## src/rtl/control_sequencer_if.sv

```systemverilog
//------------------------------------------------------------------------------
// control_sequencer_if
//   Bundle between the hardwired control sequencer and the Datapath.
//   slave  : sequencer side (receives ir / mem_ready, drives strobes).
//   master : Datapath / environment side.
//   Signals: ir[31:0], mem_ready, 14 Datapath strobes, reg_in[15:0],
//            reg_out[15:0], opcode[4:0], run, illegal, instr_count[CNT_W-1:0].
// Revision: 1.0 - initial release
//------------------------------------------------------------------------------
`default_nettype none

interface control_sequencer_if #(
    parameter int CNT_W = 16
);
    logic [31:0]      ir;
    logic             mem_ready;
    logic             PCout, PCin, IncPC, MARin, MDRin, MDRout, Read;
    logic             IRin, Yin, Zin, Zlowout, Zhighout, HIin, LOin;
    logic [15:0]      reg_in;
    logic [15:0]      reg_out;
    logic [4:0]       opcode;
    logic             run;
    logic             illegal;
    logic [CNT_W-1:0] instr_count;

    modport slave (
        input  ir, mem_ready,
        output PCout, PCin, IncPC, MARin, MDRin, MDRout, Read,
        output IRin, Yin, Zin, Zlowout, Zhighout, HIin, LOin,
        output reg_in, reg_out, opcode, run, illegal, instr_count
    );

    modport master (
        output ir, mem_ready,
        input  PCout, PCin, IncPC, MARin, MDRin, MDRout, Read,
        input  IRin, Yin, Zin, Zlowout, Zhighout, HIin, LOin,
        input  reg_in, reg_out, opcode, run, illegal, instr_count
    );
endinterface

`default_nettype wire

```

## src/rtl/control_sequencer.sv

```systemverilog
//------------------------------------------------------------------------------
// control_sequencer
//   Hardwired control unit for the Datapath. Sequences instruction fetch
//   (T0-T2, with a memory-ready wait in T1), 3-register ALU execute (T3-T5),
//   mul/div execute writing LO then HI (T3-T6), nop and halt.
//   Ports:
//     clock - rising-edge system clock
//     clear - asynchronous active-high reset
//     bus   - control_sequencer_if.slave (ir/mem_ready in, strobes out)
// Revision: 1.0 - initial release
//------------------------------------------------------------------------------
`default_nettype none

module control_sequencer #(
    parameter int         CNT_W   = 16,
    parameter logic [4:0] HALT_OP = 5'b11011,
    parameter logic [4:0] NOP_OP  = 5'b01101
) (
    input  wire logic          clock,
    input  wire logic          clear,
    control_sequencer_if.slave bus
);

    typedef enum logic [3:0] {
        S_RESET = 4'd0,
        S_T0    = 4'd1,
        S_T1    = 4'd2,
        S_T2    = 4'd3,
        S_T3    = 4'd4,
        S_T4    = 4'd5,
        S_T5    = 4'd6,
        S_T6    = 4'd7,
        S_HALT  = 4'd8
    } state_t;

    state_t           state_q, state_d;
    logic             md_q, md_d;        // instruction class captured in T3
    logic [CNT_W-1:0] count_q, count_d;

    // Instruction field decode
    logic [4:0] w_op;
    logic [3:0] w_ra, w_rb, w_rc;
    logic       w_is_alu, w_is_md;
    logic       w_is_nop, w_is_halt, w_is_rsvd;
    logic       w_unused_ir;

    assign w_op        = bus.ir[31:27];
    assign w_ra        = bus.ir[26:23];
    assign w_rb        = bus.ir[22:19];
    assign w_rc        = bus.ir[18:15];
    assign w_unused_ir = ^bus.ir[14:0];

    assign w_is_alu  = (w_op <= 5'd12);
    assign w_is_md   = (w_op == 5'b01110) || (w_op == 5'b01111);
    assign w_is_nop  = (w_op == NOP_OP);
    assign w_is_halt = (w_op == HALT_OP);
    assign w_is_rsvd = !(w_is_alu || w_is_md || w_is_nop || w_is_halt);

    // Next-state, class latch and retire counter
    always_comb begin
        state_d = state_q;
        md_d    = md_q;
        count_d = count_q;
        case (state_q)
            S_RESET: state_d = S_T0;
            S_T0:    state_d = S_T1;
            S_T1:    if (bus.mem_ready) state_d = S_T2;
            S_T2:    state_d = S_T3;
            S_T3: begin
                md_d = w_is_md;
                if (w_is_alu || w_is_md) begin
                    state_d = S_T4;
                end else if (w_is_halt) begin
                    state_d = S_HALT;
                end else begin
                    // nop and reserved opcodes retire straight from T3
                    state_d = S_T0;
                    count_d = count_q + CNT_W'(1);
                end
            end
            S_T4:    state_d = S_T5;
            S_T5: begin
                if (md_q) begin
                    state_d = S_T6;
                end else begin
                    state_d = S_T0;
                    count_d = count_q + CNT_W'(1);
                end
            end
            S_T6: begin
                state_d = S_T0;
                count_d = count_q + CNT_W'(1);
            end
            S_HALT:  state_d = S_HALT;
            default: state_d = S_RESET;
        endcase
    end

    always_ff @(posedge clock or posedge clear) begin
        if (clear) begin
            state_q <= S_RESET;
            md_q    <= 1'b0;
            count_q <= '0;
        end else begin
            state_q <= state_d;
            md_q    <= md_d;
            count_q <= count_d;
        end
    end

    assign bus.instr_count = count_q;

    // Strobes decode from the current state only (plus ir fields and the
    // T1 handshake), so they go quiet the instant clear forces RESET.
    always_comb begin
        bus.PCout    = 1'b0;
        bus.PCin     = 1'b0;
        bus.IncPC    = 1'b0;
        bus.MARin    = 1'b0;
        bus.MDRin    = 1'b0;
        bus.MDRout   = 1'b0;
        bus.Read     = 1'b0;
        bus.IRin     = 1'b0;
        bus.Yin      = 1'b0;
        bus.Zin      = 1'b0;
        bus.Zlowout  = 1'b0;
        bus.Zhighout = 1'b0;
        bus.HIin     = 1'b0;
        bus.LOin     = 1'b0;
        bus.reg_in   = 16'h0000;
        bus.reg_out  = 16'h0000;
        bus.opcode   = NOP_OP;
        bus.illegal  = 1'b0;
        bus.run      = (state_q != S_RESET) && (state_q != S_HALT);
        case (state_q)
            S_T0: begin
                bus.PCout = 1'b1;
                bus.MARin = 1'b1;
                bus.IncPC = 1'b1;
                bus.Zin   = 1'b1;
            end
            S_T1: begin
                bus.Zlowout = 1'b1;
                bus.Read    = 1'b1;
                bus.MDRin   = 1'b1;
                // PC loads only in the cycle the fetch completes
                bus.PCin    = bus.mem_ready;
            end
            S_T2: begin
                bus.MDRout = 1'b1;
                bus.IRin   = 1'b1;
            end
            S_T3: begin
                if (w_is_alu) begin
                    bus.reg_out = 16'h0001 << w_rb;
                    bus.Yin     = 1'b1;
                end else if (w_is_md) begin
                    bus.reg_out = 16'h0001 << w_ra;
                    bus.Yin     = 1'b1;
                end else if (w_is_rsvd) begin
                    bus.illegal = 1'b1;
                end
            end
            S_T4: begin
                bus.reg_out = 16'h0001 << (md_q ? w_rb : w_rc);
                bus.opcode  = w_op;
                bus.Zin     = 1'b1;
            end
            S_T5: begin
                bus.Zlowout = 1'b1;
                if (md_q) begin
                    bus.LOin = 1'b1;
                end else begin
                    bus.reg_in = 16'h0001 << w_ra;
                end
            end
            S_T6: begin
                bus.Zhighout = 1'b1;
                bus.HIin     = 1'b1;
            end
            default: ;
        endcase
    end

endmodule

`default_nettype wire
```

## src/flat_wrapper.sv

```systemverilog
// flat-port wrapper written by rule: the top's interface ports become plain ports
module control_sequencer_flat 
#(
    parameter int         CNT_W   = 16,
    parameter logic [4:0] HALT_OP = 5'b11011,
    parameter logic [4:0] NOP_OP  = 5'b01101
)
  (clock, clear, bus_ir, bus_mem_ready, bus_PCout, bus_PCin, bus_IncPC, bus_MARin, bus_MDRin, bus_MDRout, bus_Read, bus_IRin, bus_Yin, bus_Zin, bus_Zlowout, bus_Zhighout, bus_HIin, bus_LOin, bus_reg_in, bus_reg_out, bus_opcode, bus_run, bus_illegal, bus_instr_count);
  control_sequencer_if #(.CNT_W(CNT_W)) bus_i ();
  input  wire logic clock;
  input  wire logic clear;
  input wire logic [$bits(bus_i.ir)-1:0] bus_ir;
  input wire logic [$bits(bus_i.mem_ready)-1:0] bus_mem_ready;
  output wire logic [$bits(bus_i.PCout)-1:0] bus_PCout;
  output wire logic [$bits(bus_i.PCin)-1:0] bus_PCin;
  output wire logic [$bits(bus_i.IncPC)-1:0] bus_IncPC;
  output wire logic [$bits(bus_i.MARin)-1:0] bus_MARin;
  output wire logic [$bits(bus_i.MDRin)-1:0] bus_MDRin;
  output wire logic [$bits(bus_i.MDRout)-1:0] bus_MDRout;
  output wire logic [$bits(bus_i.Read)-1:0] bus_Read;
  output wire logic [$bits(bus_i.IRin)-1:0] bus_IRin;
  output wire logic [$bits(bus_i.Yin)-1:0] bus_Yin;
  output wire logic [$bits(bus_i.Zin)-1:0] bus_Zin;
  output wire logic [$bits(bus_i.Zlowout)-1:0] bus_Zlowout;
  output wire logic [$bits(bus_i.Zhighout)-1:0] bus_Zhighout;
  output wire logic [$bits(bus_i.HIin)-1:0] bus_HIin;
  output wire logic [$bits(bus_i.LOin)-1:0] bus_LOin;
  output wire logic [$bits(bus_i.reg_in)-1:0] bus_reg_in;
  output wire logic [$bits(bus_i.reg_out)-1:0] bus_reg_out;
  output wire logic [$bits(bus_i.opcode)-1:0] bus_opcode;
  output wire logic [$bits(bus_i.run)-1:0] bus_run;
  output wire logic [$bits(bus_i.illegal)-1:0] bus_illegal;
  output wire logic [$bits(bus_i.instr_count)-1:0] bus_instr_count;
  assign bus_i.ir = bus_ir;
  assign bus_i.mem_ready = bus_mem_ready;
  assign bus_PCout = bus_i.PCout;
  assign bus_PCin = bus_i.PCin;
  assign bus_IncPC = bus_i.IncPC;
  assign bus_MARin = bus_i.MARin;
  assign bus_MDRin = bus_i.MDRin;
  assign bus_MDRout = bus_i.MDRout;
  assign bus_Read = bus_i.Read;
  assign bus_IRin = bus_i.IRin;
  assign bus_Yin = bus_i.Yin;
  assign bus_Zin = bus_i.Zin;
  assign bus_Zlowout = bus_i.Zlowout;
  assign bus_Zhighout = bus_i.Zhighout;
  assign bus_HIin = bus_i.HIin;
  assign bus_LOin = bus_i.LOin;
  assign bus_reg_in = bus_i.reg_in;
  assign bus_reg_out = bus_i.reg_out;
  assign bus_opcode = bus_i.opcode;
  assign bus_run = bus_i.run;
  assign bus_illegal = bus_i.illegal;
  assign bus_instr_count = bus_i.instr_count;
  control_sequencer #(.CNT_W(CNT_W), .HALT_OP(HALT_OP), .NOP_OP(NOP_OP)) u_core (.clock(clock), .clear(clear), .bus(bus_i));
endmodule
```

## config.mk

```make
export PLATFORM = sky130hd
export DESIGN_NAME = control_sequencer_flat
export DESIGN_NICKNAME = d
export VERILOG_FILES = /design/src/rtl/control_sequencer_if.sv /design/src/rtl/control_sequencer.sv /design/src/flat_wrapper.sv
export SDC_FILE = /design/constraint.sdc
export NUM_CORES = 1
export LEC_CHECK = 0
export ABC_CLOCK_PERIOD_IN_PS = 1900
export BUFFER_PORTS_ARGS = -buffer_cell sky130_fd_sc_hd__clkbuf_2
export CORE_MARGIN = 10
export CORE_UTILIZATION = 42
export CTS_CLUSTER_DIAMETER = 40
export DETAILED_ROUTE_END_ITERATION = 16
export PLACE_DENSITY_LB_ADDON = 0.25
export SLEW_MARGIN = 20
export SYNTH_ARGS = -nofsm -noshare
export SYNTH_HDL_FRONTEND = slang
export SYNTH_SLANG_ARGS = --single-unit
```

## constraint.sdc

```tcl
create_clock -name clock -period 1.9 [get_ports clock]
set_clock_uncertainty 0.2 [all_clocks]
set_input_delay 0.19 -clock clock [delete_from_list [all_inputs] [get_ports clock]]
set_output_delay 0.19 -clock clock [all_outputs]
set_load 0.1 [all_outputs]
```

==> results.md, run 1 <==
- Status: did not finish
- Stop stage: clock tree synthesis (4_1_cts)
- Stop err: [ERROR DPL-0033] detailed placement checks failed during check placement.
- CTS Root Cell: clkbuf_8
- Dpl hpwl: ~7600 um
- Num CTS Buffers: 3
- CTS sink count: 21
- Port Buf Inserts: just under 90
- Synthesized Nets: about 300
- Post_cts resized: 49
- Synth Cell Area: 2030 um^2
- Die Y: 89.5 um
- Synth cell types: 51
- Mapped Cells: roughly 260
- Number of synthesized register bits: 21
- Die W: a little under 90 um
- Post-CTS Setup Bufs: 10
- Synth warnings: 0
- Initial Utilization: 0.433
- Gpl congestion: roughly 0.98
- Syn Area/Cell: a little under 8 um^2
- H-tree depth: 1
- Num ports: ~100
- Hold Buf Count CTS: 1
- Sequential area share after synthesis: 0.259
- Bufs on Longest Clock Path: 2
- Num rows: 25
Yosys cell counts, drive strengths merged:
| cell | n | area [um^2] |
|---|---|---|
| nand2b | 10 | 62.6 |
| nand4 | 6 | 37.5 |
| o31ai | 1 | 7.51 |
| a41oi | 2 | 17.5 |
| and3 | 8 | 50.1 |
| nor2 | 21 | 78.8 |
| and3b | 1 | 12.5 |
| mux2i | 1 | 10.0 |
| dfrtp | 21 | 526 |
| clkbuf | 8 | 31.3 |
| nor2b | 6 | 37.5 |
| ha | 1 | 12.5 |
| mux2 | 1 | 11.3 |
| o22ai | 18 | 119 |
| xor2 | 5 | 43.8 |
| nand2 | 24 | 92.6 |
| o32a | 2 | 20.0 |
| o21ai | 4 | 20.0 |
| o211a | 1 | 17.5 |
| a31oi | 18 | 113 |
| and4 | 1 | 8.76 |
| nor4 | 21 | 163 |
| a21oi | 4 | 20.0 |
| nor4b | 2 | 38.8 |
| inv | 9 | 33.8 |
| nand3b | 2 | 15.0 |
| clkinv | 1 | 3.75 |
| buf | 14 | 93.8 |
| o221ai | 1 | 15.0 |
| a21o | 1 | 7.51 |
| nand3 | 8 | 40.0 |
| or3 | 6 | 37.5 |
| and2 | 3 | 18.8 |
| xnor2 | 10 | 87.6 |
| nor3 | 13 | 70.1 |
| o221a | 2 | 31.3 |
| or2 | 3 | 18.8 |
| nor3b | 1 | 7.51 |
metrics by stage:
step | setup WS, ns | instances | area (um^2)
after floorplan | -0.639 | 261 | 2610
after global placement | -0.131 | 427 | 4170
after detailed placement | -0.227 | 427 | 4170
kinds of logic after synthesis:
family	synth area share
fa+ha+maj	0.00616
flops	0.259
buf+inv	0.0801
xor+xnor	0.0647
compound gates	0.191
mux	0.0105
simple gates	0.389
==> run 2: changes to the inputs <==
Settings changed: ABC_CLOCK_PERIOD_IN_PS 1900 to 2470, CORE_UTILIZATION 42 to 35, CTS_CLUSTER_DIAMETER 40 to default, PLACE_DENSITY_LB_ADDON 0.25 to 0.15.
Clock period 1.9 ns to 2.47 ns, I/O delays scaled along.
==> results.md, run 2 <==
- Mapped Cells: between 200 and 300
- Detail Route Antenna Nets: 0
- Reg-to-reg startpoint: u_core.state_q[1]
- Num rows: 27
- Dpl hpwl: slightly above 6000 um
- Dpl cell area: between 3000 and 4000 um^2
- Skew-Pair Late Insertion Delay: approximately 0.26 ns
- Die Y: slightly below 100 um
- Multi-input combinational cell area: ~1800 um^2
- First-pass GRT wire length: between 10000 and 15000 um
- Synthesis-to-finish area growth: 81.8%
- Setup crit end kind: output pin
- Post-route clock period utilization: 0.973
- H-tree depth: 1
- Peak supply drop: between 0.7 and 0.8 mV
- RSZ-0062 raised after global routing: yes
- FF/Latch Area: ~530 um^2
- Die W: 96.2 um
- PD cells: 811 nW/um^2
- Number of synthesized register bits: 21
- Total number of vias: between 2000 and 2500
- Finished Cell Area: 3690 um^2
- Status: completed
- Most frequent cell after synthesis: nand2_1
- Sequential area share after synthesis: 0.259
- Total gr overflow: 0
- Initial antenna violation count: 0
- Initial drt markers: between 100 and 150
- Pin count of the biggest net entering global routing: 23
- CP required: 2.02 ns
- HP Class: primary input to register
- RR Endpoint: u_core.bus.instr_count[1]
- WL/cell: approximately 18 um
- Syn Area/Cell: 7.78 um^2
- Hold Vio Cnt, Final: 0
- Post-route DRC: 0
- Arr. time, crit path: about 2 ns
- Most common flop cell mapped by yosys: dfrtp_1
- Num ports: 104
- Critical path type: register to output pin
- Commonest cells after routing, fill and taps aside: clkbuf_2 (42), buf_12 (42), dfrtp_1 (19)
- Relative slew margins: 0.459
- Synth area leaders: dfrtp_1 (26%), a31oi_1 (5.5%), o22ai_1 (5.2%)
- Net count, final: approximately 380
- Async set or reset register ratio after synthesis: 1.00
- Die ar.: 9250 um^2
- Routed vias/inst: approximately 5.6
- Final setup fails: 0
- Final wirelength: 7400 um
- FILL cells: approximately 450
- Port Buf Inserts: 88
- Vias in the first global route: between 2000 and 2500
- Synth warnings: 0
- R2R depth: 5
- Share of layout cells above drive strength 1: 0.510
- Gpl congestion: 0.849
- Ant diodes: 0
- Num CTS Buffers: 3
- Bufs on Longest Clock Path: 2
- CTS sink count: 21
- Synth area leader: dfrtp_1
- CTS Root Cell: clkbuf_8
- LEAKAGE: ~1.3 nW
- CTS clk-pin slew, worst paths: approximately 0.08 ns
- Pre-antenna DRT Iters: 4
- Max reg flops: 16
- Synth cell types: 51
- Number of synthesized flops with an enable pin: 0
- Gr usage total: 0.156
- Total power: 2.99 mW
- Critical Path Source: u_core.state_q[0]
- Initial Utilization: 0.364
- Reg2Reg Setup Slack: approximately 0.4 ns
- Synthesized Nets: approximately 300
- Fmax: slightly above 400 MHz
- CTS tree: yes
- Crit path time final: 2.40 ns
- Max Cap Viol: 0
- Crit path to: bus_reg_in[8]
- Worst Max-Slew Pin Slew: about 0.8 ns
- Synth top area share: 0.259
- Core region area: around 5600 um^2
- CP max FO: 11
- Synth Cell Area: slightly above 2000 um^2
- CP startpoint kind: register
- Synth cell count leaders: nand2_1 (23), dfrtp_1 (21), nor2_1 (21), a31oi_1 (18), o22ai_1 (17)
- Final Max Tran Viols: 0
==> run 2: worst min path at each step <==
stage	from	end	slack [ns]	cells after the start
2_1_floorplan	clear	u_core.bus.instr_count[0]	0.02	1
3_3_place_gp	clear	u_core.bus.instr_count[0]	0.22	2
3_5_place_dp	clear	u_core.bus.instr_count[0]	0.23	2
4_1_cts	bus_ir[30]	u_core.md_q	0.15	3
5_1_grt	bus_ir[30]	u_core.md_q	0.17	3
6_report	bus_ir[30]	u_core.md_q	0.15	3
==> run 2: cell families (layout without fill, tap and decap cells) <==
kind of cell | Yosys count | in the layout | synth area share
XOR/XNOR | 15 | 15 | 0.0647
AO/OA/AOI/OAI | 54 | 54 | 0.191
buffers and inverters | 32 | 116 | 0.0801
adder cells (fa/ha/maj) | 1 | 1 | 0.00616
multiplexers | 2 | 2 | 0.0105
flip-flops | 21 | 21 | 0.259
AND/OR/NAND/NOR | 136 | 136 | 0.389
==> run 2: final cells by class <==
type                    count  area share
clock buffers               3      0.0112
clock inverters             1     0.00203
inverters                  10      0.0102
multi-input cells         208       0.487
flip-flops and latches     21       0.143
well taps                  72      0.0244
repair buffers            102       0.322
==> run 2: report_power, final <==
group	total, mW	switching, mW	internal [mW]
clock	0.237	0.123	0.114
sequential	0.525	0.112	0.413
combinational	2.23	1.70	0.527
total	2.99	1.94	1.05
==> run 2: layer usage <==
metal  global-route usage  wire length, um  vias up
met5                    0                0        -
met4               0.0491              117        0
met3               0.0475              656        8
met2                0.259             3720       86
met1                0.189             2910     1088
li1                     -                -     1153
==> run 2: through the flow <==
step / std cells / setup TNS, ns / hold WS [ns] / setup WS [ns] / util
floorplan: 261 / -3.14 / 0.0235 / -0.409 / -
global placement: 411 / 0 / 0.217 / 0.203 / 0.643
detailed placement: 411 / 0 / 0.232 / 0.129 / 0.643
CTS: 416 / -0.161 / 0.153 / -0.0403 / 0.658
global route: 417 / -0.0754 / 0.173 / -0.0250 / 0.662
finish: 417 / 0 / 0.146 / 0.0659 / 0.662
==> run 2: worst max-delay path, stage by stage (launching register included) <==
cell	delay (ns)
dfrtp_2	0.50
nand2b_2	0.28
nor3_4	0.28
nand2_2	0.22
nor3_4	0.20
buf_12	0.20
==> run 2: what timing repair did <==
| action | in CTS | in global routing |
|---|---|---|
| buffers inserted | 0 | 1 |
| setup endpoints to repair | 22 | 31 |
| resized for setup | 8 | 7 |
| hold buffers | 1 | 0 |
| pin swaps | 1 | 1 |
| endpoints found under the hold margin | 21 | 0 |
Power figures use the tool's default switching activity.
